===== src/rtl/spi_flash_read_seq.sv =====
// Wishbone master that sequences the 8-bit SPI master register block through a
// serial-flash READ (0x03 + 24-bit address + N bytes) and streams the data out.
module spi_flash_read_seq #(
  parameter int unsigned LEN_W      = 16,
  parameter int unsigned FIFO_DEPTH = 4,
  parameter logic [7:0]  CS_MASK    = 8'h01,
  parameter logic [7:0]  SPCR_VAL   = 8'h40,
  parameter logic [7:0]  SPER_VAL   = 8'h00,
  parameter int unsigned TIMEOUT    = 255
) (
  input  logic             clk_i,
  input  logic             rst_ni,
  input  logic             req_valid_i,
  output logic             req_ready_o,
  input  logic [23:0]      req_addr_i,
  input  logic [LEN_W-1:0] req_len_i,
  output logic             rd_valid_o,
  input  logic             rd_ready_i,
  output logic [7:0]       rd_data_o,
  output logic             busy_o,
  output logic             done_o,
  output logic             err_o,
  output logic             wbm_cyc_o,
  output logic             wbm_stb_o,
  output logic             wbm_we_o,
  output logic [2:0]       wbm_adr_o,
  output logic [7:0]       wbm_dat_o,
  input  logic [7:0]       wbm_dat_i,
  input  logic             wbm_ack_i
);
  localparam int unsigned TW = LEN_W + 1;
  localparam int unsigned OW = $clog2(FIFO_DEPTH + 1);
  localparam int unsigned WW = $clog2(TIMEOUT + 1);

  typedef enum logic [3:0] {
    S_IDLE, S_CFG_CTRL, S_CFG_EXT, S_CS_ON, S_SCHED,
    S_PUSH, S_POLL, S_POP, S_CS_OFF, S_FIN
  } state_t;

  state_t          r_state;
  logic [TW-1:0]   r_tx_left, r_rx_left;
  logic [OW-1:0]   r_outst;
  logic [2:0]      r_hdr_skip;
  logic [31:0]     r_hdr;
  logic [WW-1:0]   r_wdog;
  logic            r_cyc, r_we, r_done, r_err, r_rd_valid;
  logic [2:0]      r_adr;
  logic [7:0]      r_dat, r_rd_data;

  logic            w_acc, w_we;
  logic [2:0]      w_adr;
  logic [7:0]      w_dat;

  // Bus access each state issues once the previous cycle has dropped.
  always_comb begin
    w_acc = 1'b1;
    w_we  = 1'b1;
    w_adr = '0;
    w_dat = '0;
    case (r_state)
      S_CFG_CTRL: begin w_adr = 3'd0; w_dat = SPCR_VAL; end
      S_CFG_EXT:  begin w_adr = 3'd3; w_dat = SPER_VAL; end
      S_CS_ON:    begin w_adr = 3'd4; w_dat = CS_MASK; end
      S_PUSH:     begin w_adr = 3'd2; w_dat = r_hdr[31:24]; end
      S_POLL:     begin w_adr = 3'd1; w_we = 1'b0; end
      S_POP:      begin w_adr = 3'd2; w_we = 1'b0; end
      S_CS_OFF:   begin w_adr = 3'd4; w_dat = '0; end
      default:    w_acc = 1'b0;
    endcase
  end

  always_ff @(posedge clk_i or negedge rst_ni) begin
    if (!rst_ni) begin
      r_state    <= S_IDLE;
      r_tx_left  <= '0;
      r_rx_left  <= '0;
      r_outst    <= '0;
      r_hdr_skip <= '0;
      r_hdr      <= '0;
      r_wdog     <= '0;
      r_cyc      <= 1'b0;
      r_we       <= 1'b0;
      r_adr      <= '0;
      r_dat      <= '0;
      r_done     <= 1'b0;
      r_err      <= 1'b0;
      r_rd_valid <= 1'b0;
      r_rd_data  <= '0;
    end else begin
      r_done <= 1'b0;
      r_err  <= 1'b0;
      if (r_rd_valid && rd_ready_i) r_rd_valid <= 1'b0;
      if (r_cyc) begin
        if (wbm_ack_i) begin
          r_cyc  <= 1'b0;
          r_we   <= 1'b0;
          r_adr  <= '0;
          r_dat  <= '0;
          r_wdog <= '0;
          case (r_state)
            S_CFG_CTRL: r_state <= S_CFG_EXT;
            S_CFG_EXT:  r_state <= S_CS_ON;
            S_CS_ON:    r_state <= S_SCHED;
            S_PUSH: begin
              r_tx_left <= r_tx_left - TW'(1);
              r_outst   <= r_outst + OW'(1);
              r_hdr     <= {r_hdr[23:0], 8'h00};
              r_state   <= S_SCHED;
            end
            S_POLL: r_state <= wbm_dat_i[0] ? S_SCHED : S_POP;
            S_POP: begin
              r_outst   <= r_outst - OW'(1);
              r_rx_left <= r_rx_left - TW'(1);
              if (r_hdr_skip != '0) begin
                r_hdr_skip <= r_hdr_skip - 3'd1;
              end else begin
                r_rd_data  <= wbm_dat_i;
                r_rd_valid <= 1'b1;
              end
              r_state <= S_SCHED;
            end
            S_CS_OFF: r_state <= S_FIN;
            default:  r_state <= S_IDLE;
          endcase
        end else if (r_wdog == WW'(TIMEOUT - 1)) begin
          // Abort leaves CS asserted; recovery of the slave is left to software.
          r_cyc   <= 1'b0;
          r_we    <= 1'b0;
          r_adr   <= '0;
          r_dat   <= '0;
          r_wdog  <= '0;
          r_done  <= 1'b1;
          r_err   <= 1'b1;
          r_state <= S_IDLE;
        end else begin
          r_wdog <= r_wdog + WW'(1);
        end
      end else begin
        r_wdog <= '0;
        if (w_acc) begin
          r_cyc <= 1'b1;
          r_we  <= w_we;
          r_adr <= w_adr;
          r_dat <= w_dat;
        end
        case (r_state)
          S_IDLE: if (req_valid_i) begin
            r_tx_left  <= TW'(req_len_i) + TW'(4);
            r_rx_left  <= TW'(req_len_i) + TW'(4);
            r_hdr_skip <= 3'd4;
            r_outst    <= '0;
            r_hdr      <= {8'h03, req_addr_i};
            r_state    <= S_CFG_CTRL;
          end
          S_SCHED: begin
            if (r_rx_left == '0)
              r_state <= S_CS_OFF;
            else if (r_tx_left != '0 && r_outst < OW'(FIFO_DEPTH))
              r_state <= S_PUSH;
            else if (r_outst != '0 && (r_hdr_skip != '0 || !r_rd_valid))
              r_state <= S_POLL;
          end
          S_FIN: if (!r_rd_valid) begin
            r_done  <= 1'b1;
            r_state <= S_IDLE;
          end
          default: ;
        endcase
      end
    end
  end

  assign req_ready_o = (r_state == S_IDLE);
  assign busy_o      = (r_state != S_IDLE);
  assign done_o      = r_done;
  assign err_o       = r_err;
  assign rd_valid_o  = r_rd_valid;
  assign rd_data_o   = r_rd_data;
  assign wbm_cyc_o   = r_cyc;
  assign wbm_stb_o   = r_cyc;
  assign wbm_we_o    = r_we;
  assign wbm_adr_o   = r_adr;
  assign wbm_dat_o   = r_dat;
endmodule


===== config.mk =====
export PLATFORM = sky130hd
export DESIGN_NAME = spi_flash_read_seq
export DESIGN_NICKNAME = d
export VERILOG_FILES = /design/src/rtl/spi_flash_read_seq.sv
export SDC_FILE = /design/constraint.sdc
export NUM_CORES = 1
export LEC_CHECK = 0
export ABC_AREA = 1
export BUFFER_PORTS_ARGS = -buffer_cell sky130_fd_sc_hd__buf_4
export CORE_MARGIN = 2
export CORE_UTILIZATION = 58
export DETAILED_ROUTE_END_ITERATION = 8
export PLACE_DENSITY = 0.89
export SYNTH_ARGS = -nofsm -noshare
export SYNTH_HDL_FRONTEND = slang
export SYNTH_SLANG_ARGS = --single-unit

===== constraint.sdc =====
create_clock -name clk_i -period 2.27 [get_ports clk_i]
set_clock_uncertainty 0.1 [all_clocks]
set_input_delay 0.5675 -clock clk_i [delete_from_list [all_inputs] [get_ports clk_i]]
set_output_delay 0.5675 -clock clk_i [all_outputs]
set_load 0.01 [all_outputs]

Word-level counts from Yosys, hierarchy flattened
Index checks and enable logic that the tools add are counted.

storage, ports and cells
  bits of input ports = 53
  word-level logic and storage cells = 139
  output and inout bits = 27
  bits in registers = 108

cells by class
  reductions and logical operators = 27
  equality and inequality tests = 19
  add/sub/neg operators = 7
  muxes and demuxes = 69
  $lt $le $gt $ge = 1
  bitwise operators = 1

operators by type and width
  cell                   number
  $mux 32                5
  $mux 17                8
  $mux 8                 7
  $mux 3                 14
  $sub 17x1->17 const B  2
  $mux 4                 8
  $pmux 8 s3             1
  $mux 1                 21
  $pmux 4 s5             1
  $add 16x3->17 const B  1
  $logic_not 17->1       1
  $reduce_bool 17->1     1
  $eq 4x3->1 const B     4
  $reduce_and 4->1       4
  $pmux 3 s4             1
  $pmux 4 s3             1
  $reduce_and 5->1       2
  $add 8x1->8 const B    1
  $eq 4x2->1 const B     2
  $eq 4x4->1 const B     2
  $eq 8x8->1 const B     1
  $reduce_bool 4->1      2
  $reduce_or 7->1        1
  $ne 2x1->1 const B     3
  21 further kinds       30

Logic depth before layout (Yosys ltp)
Gate-level depths: netlist of the first run.

  depth after elaboration = 8
  gate-level depth with buffers = 12
  depth with buffers taken out = 12

Worst setup path after synthesis of the first run
No wires, ideal clock.

  path kind = flip-flop to output port
  from = reg r_state[1]
  to = out busy_o
  cell stages (with the launch flop) = 6
  buffers on the path = 1
  setup slack = 474 ps
  required time = 1602 ps
  data arrival time = 1129 ps
  path through = dfrtp_1 > buf_2 > nor2_2 > inv_1 > nor2_1 > inv_1

between the ends
  word-level cells in the longest chain between the ends = 1

ends and longest elaborated chain
  element                 RTL line  text
  from (decl)             40        state_t r_state;
  from (signal assigned)  110       S_POLL: r_state <= wbm_dat_i[0] ? S_SCHED : S_POP;
  $reduce_bool 4->1       174       assign busy_o = (r_state != S_IDLE);
  to (decl)               20        output logic busy_o,

No other way between the ends.

Worst setup path after layout of the first run
  from = reg r_state[3]
  to = out busy_o

The elaborated chain is that of the path after synthesis.

==> reports/metrics.csv, run 1 <==
stage,metric,value,unit
sta,grt_setup_unrepaired,false,
logic_synthesis,syn_area,0.00607,sq mm
sta,hold_viol_final,0,
logic_synthesis,ys_top_cells_by_area,"dfrtp_1 45%, nand2_1 16%, nor2_1 7.1%",
floorplanning,die-width,106,um
worst_setup_path,cp-end-kind,output pin,
clock_network,clk_pin_slew,120,ps
logic_synthesis,ys_types,36,
floorplanning,pin_count,80,
sta,relSlewSlack,0.495,
clock_network,clockBufferDepth,2,
logic_synthesis,syn-num-nets,902,
final_layout,nets,975,
floorplanning,core_area,0.0102,sq mm
power_and_ir_drop,ir_drop,598,uV
clock_network,clkSinkCount,108,
routing,viasPerCell,5.49,
final_layout,syn_to_final_growth,15.9,%
clock_network,insertion_delay,390,ps
logic_synthesis,yosysTopAreaCell,dfrtp_1,
sta,worst_pin_slew,752,ps
worst_setup_path,worstPathArrival,1520,ps
clock_network,cts-buffers-inserted,9,
place,dp_cells,1035,
clock_network,htree_num_levels,3,
floorplanning,start_util,0.593,
sta,holdWs,27.9,ps
sta,slew_viol_final,0,
logic_synthesis,synth_top_area_frac,0.445,
routing,drt_iter0_drc,483,
routing,drc,0,
final_layout,postLayoutCellArea,0.00703,sq mm
sta,max_freq,0.457,GHz
routing,firstDrtPassIters,5,
worst_setup_path,crit_type,register to output pin,
global_route,grt_pass1_wl,24.2,mm
logic_synthesis,yosys_warnings,0,
final_layout,drive_above_1_share,0.154,
floorplanning,die-area,0.0113,sq mm
clock_network,cts_tree,done,
place,postPlaceCellArea,0.00678,sq mm
sta,tns,0,ps
global_route,grt-ovfl-total,0,
final_layout,ff_latch_area,0.00271,sq mm
sta,final-setup-viol-count,0,
logic_synthesis,yosysSeqAreaShare,0.445,
worst_setup_path,crit_fanout,5,
routing,ant_nets,0,
sta,fin_crit,2190,ps
final_layout,fillers,817,
worst_setup_path,critPathLaunchType,register,
global_route,track_usage,0.263,
routing,vias,5780,
sta,fin_crit_sh,0.965,
clock_network,cts_root_buf,clkbuf_8,
final_layout,fin_cells,1053,
run,max-cap-violations,0,
global_route,grt_pass1_vias,5409,
logic_synthesis,avgSynthCellArea,7.23,sq um
routing,wl,14.3,mm
power_and_ir_drop,leakage,3.55,nW
place,port_buffers,79,
outcome,outcome,"complete, no violations",
power_and_ir_drop,power_density,1160,mW/mm^2
routing,wire_per_inst,13.6,um
worst_setup_path,cp.required,1600,ps
floorplanning,die_h,106,um
final_layout,n_antenna_cell,0,
place,hpwl,10.3,mm
place,globalplace.congestion,0.935,
logic_synthesis,ys_ff_latch,108,
logic_synthesis,synth_cells,839,
floorplanning,rows,37,
hold_path,hp-class,primary input to asynchronous set/reset pin,
final_layout,multiInputGateArea,0.00292,sq mm
global_route,grt_max_degree,40,
global_route,antenna_found_initial,0,
[flip-flops by register name (all words and copies together), names as in the netlist]
signal and cells:
rd_data_o 8, done_o 1, wbm_adr_o 3, r_hdr 32
wbm_dat_o 8, wbm_we_o 1, r_hdr_skip 3, r_tx_left 17
rd_valid_o 1, r_outst 3, r_rx_left 17, r_state 4
wbm_cyc_o 1, err_o 1, r_wdog 8
[layer usage]
layer,share of wire,wire length (um),GRT usage
met1,0.43,6180,0.338
met2,0.48,6910,0.451
met3,0.063,903,0.0540
met4,0.023,333,0.0780
met5,0,0,0
[logic make-up (layout without fill, tap and decap cells)]
kind of cell    count (synthesis)  count (layout)  synth area share
simple gates                  469             469             0.317
compound gates                125             125             0.110
buf+inv                       110             188            0.0779
flops                         108             108             0.445
fa+ha+maj                      10              10            0.0219
xor+xnor                        9               9            0.0130
mux                             8               8            0.0148
[cells in the final DEF (no fill, tap or decap), types with 3 or more instances in the layout]
master,netlist,layout
inv_2,4,5
clkinv_8,0,4
o21ai_0,69,69
nor2_1,114,112
o21ai_1,5,5
nand2_1,262,262
ha_1,9,9
nand3_1,58,58
nor3_1,12,12
or2_2,4,4
a21oi_1,23,23
a31oi_1,21,21
xnor2_1,4,4
nor2_4,2,4
inv_1,75,74
dfrtp_1,108,104
dfrtp_2,0,4
buf_4,6,91
nand4_1,7,7
nor2_2,3,3
clkbuf_8,0,9
mux2_2,8,8
xor2_1,5,5
[path summary, 6_finish.rpt]
path                            startpoint    endpoint  slack (ps)  cells past startpoint
min in group clk_i              rd_ready_i  rd_valid_o         230                      2
worst min-delay path                rst_ni   r_wdog[6]          30                      1
worst max register to register  r_state[2]  r_outst[2]         250                      9
worst min register to register    r_hdr[2]    r_hdr[2]         390                      2
max in group asynchronous           rst_ni   r_hdr[15]        1450                      2
worst max-delay path            r_state[3]      busy_o          80                      5
[metrics by stage]
step | power, W | worst slack, ps | utilization
after CTS | 0.00810 | 37.6 | 0.685
final | 0.00817 | 80.1 | 0.687
after detailed placement | 0.00682 | 354 | 0.663
after global routing | 0.00885 | 41.4 | 0.687
after floorplan | 0.00587 | 474 | -
after global placement | 0.00669 | 380 | 0.663
[synthesized netlist by cell type, drive strengths merged]
master,number
a31oi,21
nor3b,1
nor3,12
a21boi,1
buf,25
o22ai,2
mux2,8
inv,79
xnor2,4
nand3b,2
nand2,264
o221ai,1
nand3,59
xor2,5
nor2,119
clkbuf,6
o21ai,75
a21oi,23
nor4,1
ha,9
a21o,2
nand4,7
or2,4
fa,1
dfrtp,108
[repair_timing]
action / CTS / global route
endpoints found under the setup margin: 2 / 1
setup buffers: 0 / 2
gates resized for setup: 4 / 3
hold buffers: 0 / 0
[final cells by class]
cell class / instances / area share
clock buffer: 9 / 0.0176
clock inverter: 7 / 0.0133
inverter: 79 / 0.0422
multi-input combinational: 621 / 0.415
sequential: 108 / 0.385
tap: 136 / 0.0242
timing repair buffer: 93 / 0.103
[worst max-delay path, cell delays in order, from the launching register on]
cell and delay [ps]:
dfrtp_2 480, nor2_2 190, inv_1 110, nor2_4 140, inv_1 70, buf_4 140
[power by group]
part	total, W	leakage [nW]	switching (W)	internal (W)
clock network	0.00124	0.107	0.000792	0.000450
registers	0.00315	1.37	0.000526	0.00262
logic	0.00378	2.08	0.00247	0.00131
total	0.00817	3.55	0.00379	0.00438
(Power assumes the default switching activity.)
==> run 2: changes to the inputs <==
--- a/config.mk
+++ b/config.mk
@@ -8,9 +8,10 @@
 export ABC_AREA = 1
 export BUFFER_PORTS_ARGS = -buffer_cell sky130_fd_sc_hd__buf_4
 export CORE_MARGIN = 2
-export CORE_UTILIZATION = 58
+export CORE_UTILIZATION = 63
 export DETAILED_ROUTE_END_ITERATION = 8
-export PLACE_DENSITY = 0.89
+export PLACE_DENSITY_LB_ADDON = 0.1
+export RECOVER_POWER = 100
 export SYNTH_ARGS = -nofsm -noshare
 export SYNTH_HDL_FRONTEND = slang
 export SYNTH_SLANG_ARGS = --single-unit
==> constraint.sdc (replaced) <==
create_clock -name clk_i -period 2.7 [get_ports clk_i]
set_clock_uncertainty 0.1 [all_clocks]
set_input_delay 0.675 -clock clk_i [delete_from_list [all_inputs] [get_ports clk_i]]
set_output_delay 0.675 -clock clk_i [all_outputs]
set_load 0.01 [all_outputs]
==> reports/metrics.csv, run 2 (synthesis gave the netlist of run 1 again) <==
stage,metric,value,unit,change
global_route,globalRoute.busiestLayer,met2,,
final_layout,regMostFlops,r_hdr,,
final_layout,nets,969,,-0.62%
worst_setup_path,cp.required,1920,ps,+320 ps
final_layout,syn_to_final_growth,12.0,%,
clock_network,cts-buffers-inserted,9,,unchanged
worst_setup_path,crit_type,register to output pin,,
floorplanning,die-area,0.0104,sq mm,-7.6%
power_and_ir_drop,ir_drop,466,uV,-22%
routing,drc,0,,unchanged
final_layout,final_common_cell,nand2_1,,
clock_network,clockBufferDepth,2,,unchanged
worst_setup_path,reg2reg_from,wbm_cyc_o,,
sta,fin_crit_sh,0.919,,
sta,final-setup-viol-count,0,,unchanged
routing,vias,5701,,-1.4%
sta,fin_crit,2480,ps,
routing,viasPerCell,5.48,,-0.13%
global_route,grt_pass1_vias,5321,,-1.6%
global_route,grtUsageMet3,0.0363,,-0.0177
power_and_ir_drop,power_density,982,mW/mm^2,-15%
routing,drt_iter0_drc,343,,-29%
sta,slew_viol_final,0,,unchanged
floorplanning,die_h,102,um,-3.9%
run,max-cap-violations,0,,unchanged
place,globalplace.congestion,0.918,,-1.8%
floorplanning,start_util,0.654,,+0.0605
hold_path,hp-class,primary input to asynchronous set/reset pin,,
worst_setup_path,cp-startpoint,r_state[3],,
global_route,track_usage,0.291,,+0.0281
place,hpwl,10.6,mm,+3.1%
worst_setup_path,crit_fanout,5,,unchanged
global_route,gr-usage-met1,0.393,,+0.0551
floorplanning,core_area,0.00928,sq mm,-9.3%
clock_network,clk_pin_slew,110,ps,about the same
global_route,grt_max_degree,56,,+40%
clock_network,cts_root_buf,clkbuf_8,,
power_and_ir_drop,leakage,3.39,nW,-4.6%
final_layout,final_cell_mix,"263 x nand2_1, 115 x nor2_1, 107 x dfrtp_1, 74 x inv_1, 73 x o21ai_0",,
clock_network,cts_tree,done,,
sta,hold_viol_final,0,,unchanged
floorplanning,pin_count,80,,unchanged
final_layout,top_regs,"r_hdr (32), r_rx_left (17), r_tx_left (17)",,
floorplanning,rows,35,,-5.4%
final_layout,final_util,0.732,,+0.0451
worst_setup_path,cp-end-kind,output pin,,
routing,ant_nets,0,,unchanged
sta,max_freq,0.403,GHz,
final_layout,drive_above_1_share,0.110,,-0.0440
routing,firstDrtPassIters,5,,unchanged
final_layout,largest_reg_flops,32,,unchanged
global_route,grt_use_met2,0.487,,+0.0358
sta,tns,0,ps,unchanged
global_route,grt_pass1_wl,24.2,mm,unchanged
routing,wl,14.4,mm,+0.82%
place,port_buffers,79,,unchanged
clock_network,ctsHoldBuffers,0,,unchanged
worst_setup_path,worstPathArrival,1710,ps,+190 ps
clock_network,cts_resized,0,,-4
clock_network,insertion_delay,380,ps,about the same
sta,worst_pin_slew,1080,ps,+332 ps
clock_network,htree_num_levels,3,,unchanged
worst_setup_path,r2r_setup_slack,240,ps,about the same
clock_network,post-cts-setup-buffers,0,,unchanged
floorplanning,die-width,102,um,-3.9%
worst_setup_path,critPathLaunchType,register,,
outcome,outcome,"complete, no violations",,
clock_network,clkSinkCount,108,,unchanged
global_route,antenna_found_initial,0,,unchanged
sta,relSlewSlack,0.277,,-0.218
sta,grt_setup_unrepaired,false,,
routing,wire_per_inst,13.9,um,+2.1%
global_route,grt-ovfl-total,0,,unchanged
final_layout,n_antenna_cell,0,,unchanged
[run 2: changes by cell type in the layout (fill, tap and decap cells not counted), moves of 3 or more]
cell and change:
buf_4 -35, dfrtp_1 +3, o21ai_0 +4, o21ai_1 -4, dfrtp_2 -3, clkbuf_2 +3, nor2_1 +3, clkbuf_1 +27
[run 2: power by group]
group / switching (W) / internal [W]
clock: 0.000634 / 0.000367
combinational: 0.00204 / 0.000980
sequential: 0.000459 / 0.00220
total: 0.00313 / 0.00355
[run 2: layout make-up]
type	instances	area (sq um)
Multi-Input combinational cell	621	2890
Sequential cell	108	2700
Fill cell	801	2480
Timing Repair Buffer	87	542
Inverter	79	297
Tap cell	129	161
Clock buffer	9	124
Clock inverter	7	80.1
[run 2: routing by layer]
layer	part of all wire	vias up
met3	0.059	28
met4	0.020	0
met1	0.43	2646
li1	-	2824
met2	0.49	203
met5	0	-
[run 2: final timing paths]
check                                 to  depth (start not counted)
max                               busy_o                          5
min                            r_wdog[7]                          1
max reg2reg                    r_hdr[25]                          6
min reg2reg                     r_hdr[1]                          2
max in group asynchronous  r_tx_left[14]                          2
min in group clk_i                 err_o                          2
[run 2: per-stage QoR]
stage               power [W]  setup slack (ps)  cell area [sq um]  instances  hold WS (ps)
finish                0.00668               218               6800       1040           343
global route          0.00731              45.8               6800       1040           380
CTS                   0.00676               226               6930       1040           182
detailed placement    0.00576               604               6730       1024           365
global placement      0.00560               638               6730       1024           361
floorplan             0.00493               796               6070        839           279
[run 2: worst max-delay path: stages, from the launching register on]
cell      delay (ps)
dfrtp_1          460
nor2_1           270
inv_1            110
nor2_1           250
inv_1            100
clkbuf_1         140
